## src/rtl/mipsenc_pkg.sv

```systemverilog
// MIPS instruction encoder shared types: mnemonics, opcode/funct codes, field positions.
// The enc_r/enc_i/enc_j helpers assemble one 32-bit word from fields that have already been masked.
package mipsenc_pkg;

  typedef enum logic [4:0] {
    ADD, SUB, AND, OR, SLT, MFHI, MFLO, JR,
    LW, SW, BEQ, BNE, ADDI, J, JAL, SLTI, LB, SB
  } mnem_t;

  localparam logic [5:0] OP_RTYPE = 6'b000000;
  localparam logic [5:0] OP_LW    = 6'b100011;
  localparam logic [5:0] OP_LB    = 6'b100000;
  localparam logic [5:0] OP_SW    = 6'b101011;
  localparam logic [5:0] OP_SB    = 6'b101000;
  localparam logic [5:0] OP_BEQ   = 6'b000100;
  localparam logic [5:0] OP_BNE   = 6'b000101;
  localparam logic [5:0] OP_ADDI  = 6'b001000;
  localparam logic [5:0] OP_SLTI  = 6'b001010;
  localparam logic [5:0] OP_J     = 6'b000010;
  localparam logic [5:0] OP_JAL   = 6'b000011;

  localparam logic [5:0] FN_ADD  = 6'b100000;
  localparam logic [5:0] FN_SUB  = 6'b100010;
  localparam logic [5:0] FN_AND  = 6'b100100;
  localparam logic [5:0] FN_OR   = 6'b100101;
  localparam logic [5:0] FN_SLT  = 6'b101010;
  localparam logic [5:0] FN_MFHI = 6'b010000;
  localparam logic [5:0] FN_MFLO = 6'b010010;
  localparam logic [5:0] FN_JR   = 6'b001000;

  localparam int OP_POS = 26;
  localparam int RS_POS = 21;
  localparam int RT_POS = 16;
  localparam int RD_POS = 11;

  typedef struct packed {
    logic [31:0] instr;
    logic [31:0] addr;
  } enc_entry_t;

  // shamt is always zero for the supported R-type set.
  function automatic logic [31:0] enc_r(input logic [4:0] rs, input logic [4:0] rt,
                                        input logic [4:0] rd, input logic [5:0] funct);
    return (32'(OP_RTYPE) << OP_POS) | (32'(rs) << RS_POS) | (32'(rt) << RT_POS) |
           (32'(rd) << RD_POS) | 32'(funct);
  endfunction

  function automatic logic [31:0] enc_i(input logic [5:0] op, input logic [4:0] rs,
                                        input logic [4:0] rt, input logic [15:0] imm);
    return (32'(op) << OP_POS) | (32'(rs) << RS_POS) | (32'(rt) << RT_POS) | 32'(imm);
  endfunction

  function automatic logic [31:0] enc_j(input logic [5:0] op, input logic [25:0] target);
    return (32'(op) << OP_POS) | 32'(target);
  endfunction

endpackage

```

## src/rtl/instr_encoder_if.sv

```systemverilog
// Field-level instruction input and encoded-word output of instr_encoder.
// mnem is carried as raw 5 bits so out-of-range codes can reach the encoder.
interface instr_encoder_if;
  logic        in_valid;
  logic        in_ready;
  logic [4:0]  mnem;
  logic [4:0]  rs;
  logic [4:0]  rt;
  logic [4:0]  rd;
  logic [15:0] imm;
  logic [25:0] target;
  logic        out_valid;
  logic        out_ready;
  logic [31:0] instr;
  logic [31:0] addr;
  logic        err;

  modport master (
    output in_valid, mnem, rs, rt, rd, imm, target, out_ready,
    input  in_ready, out_valid, instr, addr, err
  );

  modport slave (
    input  in_valid, mnem, rs, rt, rd, imm, target, out_ready,
    output in_ready, out_valid, instr, addr, err
  );
endinterface

```

## src/rtl/enc_fifo.sv

```systemverilog
// 2-entry FIFO of {instr, addr}; push visible at the head one cycle later.
// Push is ignored when full and pop when empty; clear empties it synchronously.
module enc_fifo
  import mipsenc_pkg::*;
(
  input  logic       clk,
  input  logic       reset,
  input  logic       clear,
  input  logic       push,
  input  logic       pop,
  input  enc_entry_t wdata,
  output enc_entry_t rdata,
  output logic [1:0] count
);
  enc_entry_t mem [2];
  logic       wr_ptr;
  logic       rd_ptr;
  logic       do_push;
  logic       do_pop;

  assign do_push = push && (count != 2'd2);
  assign do_pop  = pop && (count != 2'd0);

  always_ff @(posedge clk) begin
    if (reset || clear) begin
      wr_ptr <= 1'b0;
      rd_ptr <= 1'b0;
      count  <= 2'd0;
    end else begin
      if (do_push) wr_ptr <= ~wr_ptr;
      if (do_pop)  rd_ptr <= ~rd_ptr;
      count <= count + 2'(do_push) - 2'(do_pop);
    end
  end

  // Storage needs no reset: its contents are only observed while count is non-zero.
  always_ff @(posedge clk) begin
    if (do_push && !(reset || clear)) mem[wr_ptr] <= wdata;
  end

  assign rdata = mem[rd_ptr];
endmodule

```

## src/rtl/instr_encoder.sv

```systemverilog
// Encodes MIPS mnemonics/fields into 32-bit words and buffers them with their address (2-deep, 1-cycle latency).
// INSTR_ENCODER_BYTE_OPS_EN enables LB/SB; without it they are rejected like any unsupported mnemonic.
module instr_encoder
  import mipsenc_pkg::*;
#(
  parameter logic [31:0] BASE_ADDR = 32'h0000_0000
) (
  input  logic clk,
  input  logic reset,
  input  logic flush,
  instr_encoder_if.slave bus
);
  logic [31:0] word;
  logic [31:0] addr_cnt;
  logic        supported;
  logic        accept;
  logic        push;
  logic        pop;
  logic        err_q;
  logic [1:0]  count;
  enc_entry_t  head;

  always_comb begin
    word      = '0;
    supported = 1'b1;
    case (mnem_t'(bus.mnem))
      ADD:  word = enc_r(bus.rs, bus.rt, bus.rd, FN_ADD);
      SUB:  word = enc_r(bus.rs, bus.rt, bus.rd, FN_SUB);
      AND:  word = enc_r(bus.rs, bus.rt, bus.rd, FN_AND);
      OR:   word = enc_r(bus.rs, bus.rt, bus.rd, FN_OR);
      SLT:  word = enc_r(bus.rs, bus.rt, bus.rd, FN_SLT);
      MFHI: word = enc_r(5'd0, 5'd0, bus.rd, FN_MFHI);
      MFLO: word = enc_r(5'd0, 5'd0, bus.rd, FN_MFLO);
      JR:   word = enc_r(bus.rs, 5'd0, 5'd0, FN_JR);
      LW:   word = enc_i(OP_LW, bus.rs, bus.rt, bus.imm);
      SW:   word = enc_i(OP_SW, bus.rs, bus.rt, bus.imm);
      BEQ:  word = enc_i(OP_BEQ, bus.rs, bus.rt, bus.imm);
      BNE:  word = enc_i(OP_BNE, bus.rs, bus.rt, bus.imm);
      ADDI: word = enc_i(OP_ADDI, bus.rs, bus.rt, bus.imm);
      SLTI: word = enc_i(OP_SLTI, bus.rs, bus.rt, bus.imm);
      J:    word = enc_j(OP_J, bus.target);
      JAL:  word = enc_j(OP_JAL, bus.target);
`ifdef INSTR_ENCODER_BYTE_OPS_EN
      LB:   word = enc_i(OP_LB, bus.rs, bus.rt, bus.imm);
      SB:   word = enc_i(OP_SB, bus.rs, bus.rt, bus.imm);
`endif
      default: supported = 1'b0;
    endcase
  end

  assign bus.in_ready = (count < 2'd2) && !flush;
  assign accept       = bus.in_valid && bus.in_ready;
  assign push         = accept && supported;
  assign pop          = bus.out_valid && bus.out_ready && !flush;

  // Unsupported words are consumed from the input but never take an address.
  always_ff @(posedge clk) begin
    if (reset || flush) begin
      addr_cnt <= BASE_ADDR;
      err_q    <= 1'b0;
    end else begin
      if (push) addr_cnt <= addr_cnt + 32'd4;
      if (accept && !supported) err_q <= 1'b1;
    end
  end

  enc_fifo u_fifo (
    .clk   (clk),
    .reset (reset),
    .clear (flush),
    .push  (push),
    .pop   (pop),
    .wdata ('{instr: word, addr: addr_cnt}),
    .rdata (head),
    .count (count)
  );

  assign bus.out_valid = (count != 2'd0);
  assign bus.instr     = bus.out_valid ? head.instr : 32'd0;
  assign bus.addr      = bus.out_valid ? head.addr : addr_cnt;
  assign bus.err       = err_q;
endmodule

```

## src/flat_wrapper.sv

```systemverilog
// flat-port wrapper written by rule: the top's interface ports become plain ports
module instr_encoder_flat import mipsenc_pkg::*;
#(
  parameter logic [31:0] BASE_ADDR = 32'h0000_0000
)
  (clk, reset, flush, bus_in_valid, bus_mnem, bus_rs, bus_rt, bus_rd, bus_imm, bus_target, bus_out_ready, bus_in_ready, bus_out_valid, bus_instr, bus_addr, bus_err);
  instr_encoder_if bus_i ();
  input  logic clk;
  input  logic reset;
  input  logic flush;
  input wire logic [$bits(bus_i.in_valid)-1:0] bus_in_valid;
  input wire logic [$bits(bus_i.mnem)-1:0] bus_mnem;
  input wire logic [$bits(bus_i.rs)-1:0] bus_rs;
  input wire logic [$bits(bus_i.rt)-1:0] bus_rt;
  input wire logic [$bits(bus_i.rd)-1:0] bus_rd;
  input wire logic [$bits(bus_i.imm)-1:0] bus_imm;
  input wire logic [$bits(bus_i.target)-1:0] bus_target;
  input wire logic [$bits(bus_i.out_ready)-1:0] bus_out_ready;
  output wire logic [$bits(bus_i.in_ready)-1:0] bus_in_ready;
  output wire logic [$bits(bus_i.out_valid)-1:0] bus_out_valid;
  output wire logic [$bits(bus_i.instr)-1:0] bus_instr;
  output wire logic [$bits(bus_i.addr)-1:0] bus_addr;
  output wire logic [$bits(bus_i.err)-1:0] bus_err;
  assign bus_i.in_valid = bus_in_valid;
  assign bus_i.mnem = bus_mnem;
  assign bus_i.rs = bus_rs;
  assign bus_i.rt = bus_rt;
  assign bus_i.rd = bus_rd;
  assign bus_i.imm = bus_imm;
  assign bus_i.target = bus_target;
  assign bus_i.out_ready = bus_out_ready;
  assign bus_in_ready = bus_i.in_ready;
  assign bus_out_valid = bus_i.out_valid;
  assign bus_instr = bus_i.instr;
  assign bus_addr = bus_i.addr;
  assign bus_err = bus_i.err;
  instr_encoder #(.BASE_ADDR(BASE_ADDR)) u_core (.clk(clk), .reset(reset), .flush(flush), .bus(bus_i));
endmodule
```

## config.mk

```make
export PLATFORM = sky130hd
export DESIGN_NAME = instr_encoder_flat
export DESIGN_NICKNAME = d
export VERILOG_FILES = /design/src/rtl/mipsenc_pkg.sv /design/src/rtl/instr_encoder_if.sv /design/src/rtl/enc_fifo.sv /design/src/rtl/instr_encoder.sv /design/src/flat_wrapper.sv
export SDC_FILE = /design/constraint.sdc
export NUM_CORES = 1
export LEC_CHECK = 0
export BUFFER_PORTS_ARGS = -buffer_cell sky130_fd_sc_hd__buf_2
export CORE_ASPECT_RATIO = 1.5
export CORE_UTILIZATION = 50
export CTS_BUF_LIST = sky130_fd_sc_hd__clkbuf_4 sky130_fd_sc_hd__clkbuf_8 sky130_fd_sc_hd__clkbuf_16
export CTS_CLUSTER_SIZE = 24
export DETAILED_ROUTE_END_ITERATION = 10
export PLACE_DENSITY = 0.73
export SLEW_MARGIN = 0
export SYNTH_ARGS = -nofsm -noshare
export SYNTH_HDL_FRONTEND = slang
export SYNTH_SLANG_ARGS = --single-unit
```

## constraint.sdc

```tcl
create_clock -name clk -period 7.7 [get_ports clk]
set_input_delay 1.155 -clock clk [delete_from_list [all_inputs] [get_ports clk]]
set_output_delay 1.155 -clock clk [all_outputs]
set_load 0.005 [all_outputs]
```

==> run summary <==
Status = finished, final reports clean
Layout cell share with drive strength beyond 1 = 0.233
Synth Flop Type = edfxtp_1
Setup slack, reg-to-reg = 4.97 ns
# IOs = 134
Full die area = 14800 sq um
Post-CTS Setup Bufs = 0
Max Clk Rate = 278 MHz
Worst-path clk slew = 0.06 ns
Final nets = 803
Post-Syn Instances = 621
Starting Density = 0.510
Dominant cells by area after synthesis = edfxtp_1 51%, dfxtp_1 10%, mux2i_1 8.8%
Combinational Power Share = 0.048
Endpoints failing setup = 0
Slowest CP cell = nor2_4
Crit path largest cell delay = 0.66 ns
Switching portion of total power = 0.224
Port bufs = 130
Critical path, cell by cell = nor2_4 -> buf_4 -> o21ai_0 -> buf_2
Post-CTS Resized = 0
Hold path endpoint = u_core.bus.err
Non-filler cells, final = 938
Routed Antenna Nets = 0
Power per cell area = 209 nW/um^2
Global Route Usage Sum = 0.214
Placed Instances = 906
Vias = 5228
Critical R2R Launch = u_core.u_fifo.count[1]
Setup TNS = 0 ns
GR peak layer = met2
Hold depth = 2
Critical Path End Type = output pin
Sw power = 0.395 mW
CTS Hold Bufs = 0
Post-synth top area cell = edfxtp_1
CTS Sinks = 158
Startpoint types = flip-flop
RSZ-0062 raised after global routing = false
Global-route wire length before repair = 24500 um
Most frequent cell after synthesis = edfxtp_1
Grt ovf = 0
Reg power frac = 0.520
CTS Buf Count = 17
Filler instances = 1156
EDFF count, synth = 122
Yosys reg bits = 158
Final Cycle Share = 0.467
HPWL Detailed = 10100 um
Yosys cell types = 43
Via density per instance = 5.57
Max Root-Sink Buffers = 2
Clock root buffer = clkbuf_16
Synth warnings = 0
Hold WC Path Type = flip-flop to flip-flop
Leak = 2.96 nW
Worst clock skew = 0.00727 ns
DR iter-0 viols = 294
Synth top cells by count = 122 x edfxtp_1, 66 x nor2_1, 63 x mux2i_1
GPL Wtd Cong = 0.892
Clock network power share = 0.432
Core Area = 14000 sq um
Synthesized area = 7130 sq um
Min cycle time layout = 3.59 ns
Post-synthesis async set-or-reset flop share = 0
Power Internal = 1.37 mW
Slew headroom = 0.301
Met2 Usage GRT = 0.400
CP Class = flip-flop to output pin
CTS tree = done
GR Layer Usage met3 = 0.0456
Skew-Pair Late Insertion Delay = 0.42 ns
DIE WIDTH = 99.5 um
Drt first pass iters = 5
Rows = 53
Max Cap Viol = 0
Area growth, synth to finish = 18.5%
Sequential fraction of the synthesis area = 0.615
CP Data Arrival Time = 2.44 ns
Reg2Reg Depth = 3
Largest net degree at the start of global routing = 62
H-tree Lvls = 4
CP Launch Point = u_core.u_fifo.count[1]
Syn_area_per_cell = 11.5 sq um
Worst VDD drop = 0.161 mV
Capture point of the worst reg-to-reg path = u_core.u_fifo.mem[1][38]
Worst Max-Slew Pin Slew = 1.05 ns
Die Ht = 148 um
Hold_sp = u_core.bus.err
Design area = 8450 sq um
Placed Area = 7910 sq um
Global-route met1 utilization = 0.237
Final core occ = 0.604
Vias in the first global route = 5079
DRC Markers = 0
Synth top area share = 0.514
Slew Viols, Final = 0
Drt wl/cell = 16.3 um
Required @ worst endpoint = 6.55 ns
Critical Path Fanout Max = 53
Final hold violation count = 0
Initial antenna violation count = 0
Antenna cells = 0
Final wirelength = 15300 um
-- flip-flops by register name (all words and copies together), names as in the netlist, named ones only --
name and count:
u_core.addr_cnt 30, u_core.bus.err 1, u_core.u_fifo.count 2, u_core.u_fifo.mem 122, u_core.u_fifo.rd_ptr 1, u_core.u_fifo.wr_ptr 1
-- power groups by stage --
stage	registers, mW	logic (mW)	clock network [mW]
global route	0.918	0.0945	0.798
finish	0.918	0.0848	0.762
CTS	0.918	0.0845	0.768
floorplan	0.935	0.0524	0
global placement	0.936	0.0810	0
detailed placement	0.936	0.0842	0
-- area by class of cell --
class | instances | area (sq um) | share of cell area
sequential | 158 | 4390 | 0.519
multi-input combinational | 414 | 2570 | 0.304
timing repair buffer | 134 | 681 | 0.0806
clock buffer | 18 | 433 | 0.0512
tap | 192 | 240 | 0.0284
clock inverter | 14 | 110 | 0.0130
inverter | 8 | 30.0 | 0.00355
-- per-layer routing --
layer | wire (um) | share of wire | vias up
met5 | 0 | 0 | -
met4 | 264 | 0.017 | 0
met3 | 847 | 0.055 | 24
met2 | 8200 | 0.54 | 191
met1 | 5980 | 0.39 | 2488
li1 | - | - | 2525
-- worst max-delay path: cells and delay by family, from the launching register on --
family / cells / cell delay (ns)
compound gates: 1 / 0.22
buf+inv: 2 / 0.73
flops: 1 / 0.38
simple gates: 1 / 0.66
-- cells in the final DEF, fill, tap and decap left out, types with 9 or more instances in the layout --
master	Yosys	routed
buf_2	0	130
edfxtp_1	122	122
nor2_1	66	65
mux2i_1	63	63
nand2_1	57	57
o21ai_0	46	46
a21oi_1	35	35
dfxtp_1	36	35
nand3_1	19	19
clkbuf_16	0	17
o31ai_1	11	11
or4_1	11	11
xor2_1	9	9
nand4_1	9	9
-- cell families (layout without fill, tap and decap cells) --
group | after synthesis | count (layout) | synth area share
flip-flops | 158 | 158 | 0.615
XOR/XNOR | 17 | 17 | 0.0209
other | 1 | 3 | 0.000526
adder cells (fa/ha/maj) | 3 | 3 | 0.00526
AO/OA/AOI/OAI | 121 | 121 | 0.100
buffers and inverters | 51 | 174 | 0.0284
multiplexers | 63 | 63 | 0.0884
AND/OR/NAND/NOR | 207 | 207 | 0.141
-- how the worst max path moves through the flow --
stage / endpoint / cells past startpoint
floorplan: u_core.u_fifo.mem[0][10] / 4
global placement: u_core.u_fifo.mem[1][50] / 4
detailed placement: u_core.u_fifo.mem[1][50] / 4
CTS: bus_addr[17] / 5
global route: bus_addr[17] / 5
finish: bus_addr[17] / 4
-- per-stage QoR --
step	hold WS, ns	power [mW]	worst slack (ns)
finish	0.499	1.76	4.11
global route	0.534	1.81	3.83
CTS	0.498	1.77	4.05
detailed placement	0.486	1.02	3.80
global placement	0.472	1.02	3.88
floorplan	0.461	0.988	1.10
No activity file was read; power rests on OpenSTA's default activity.
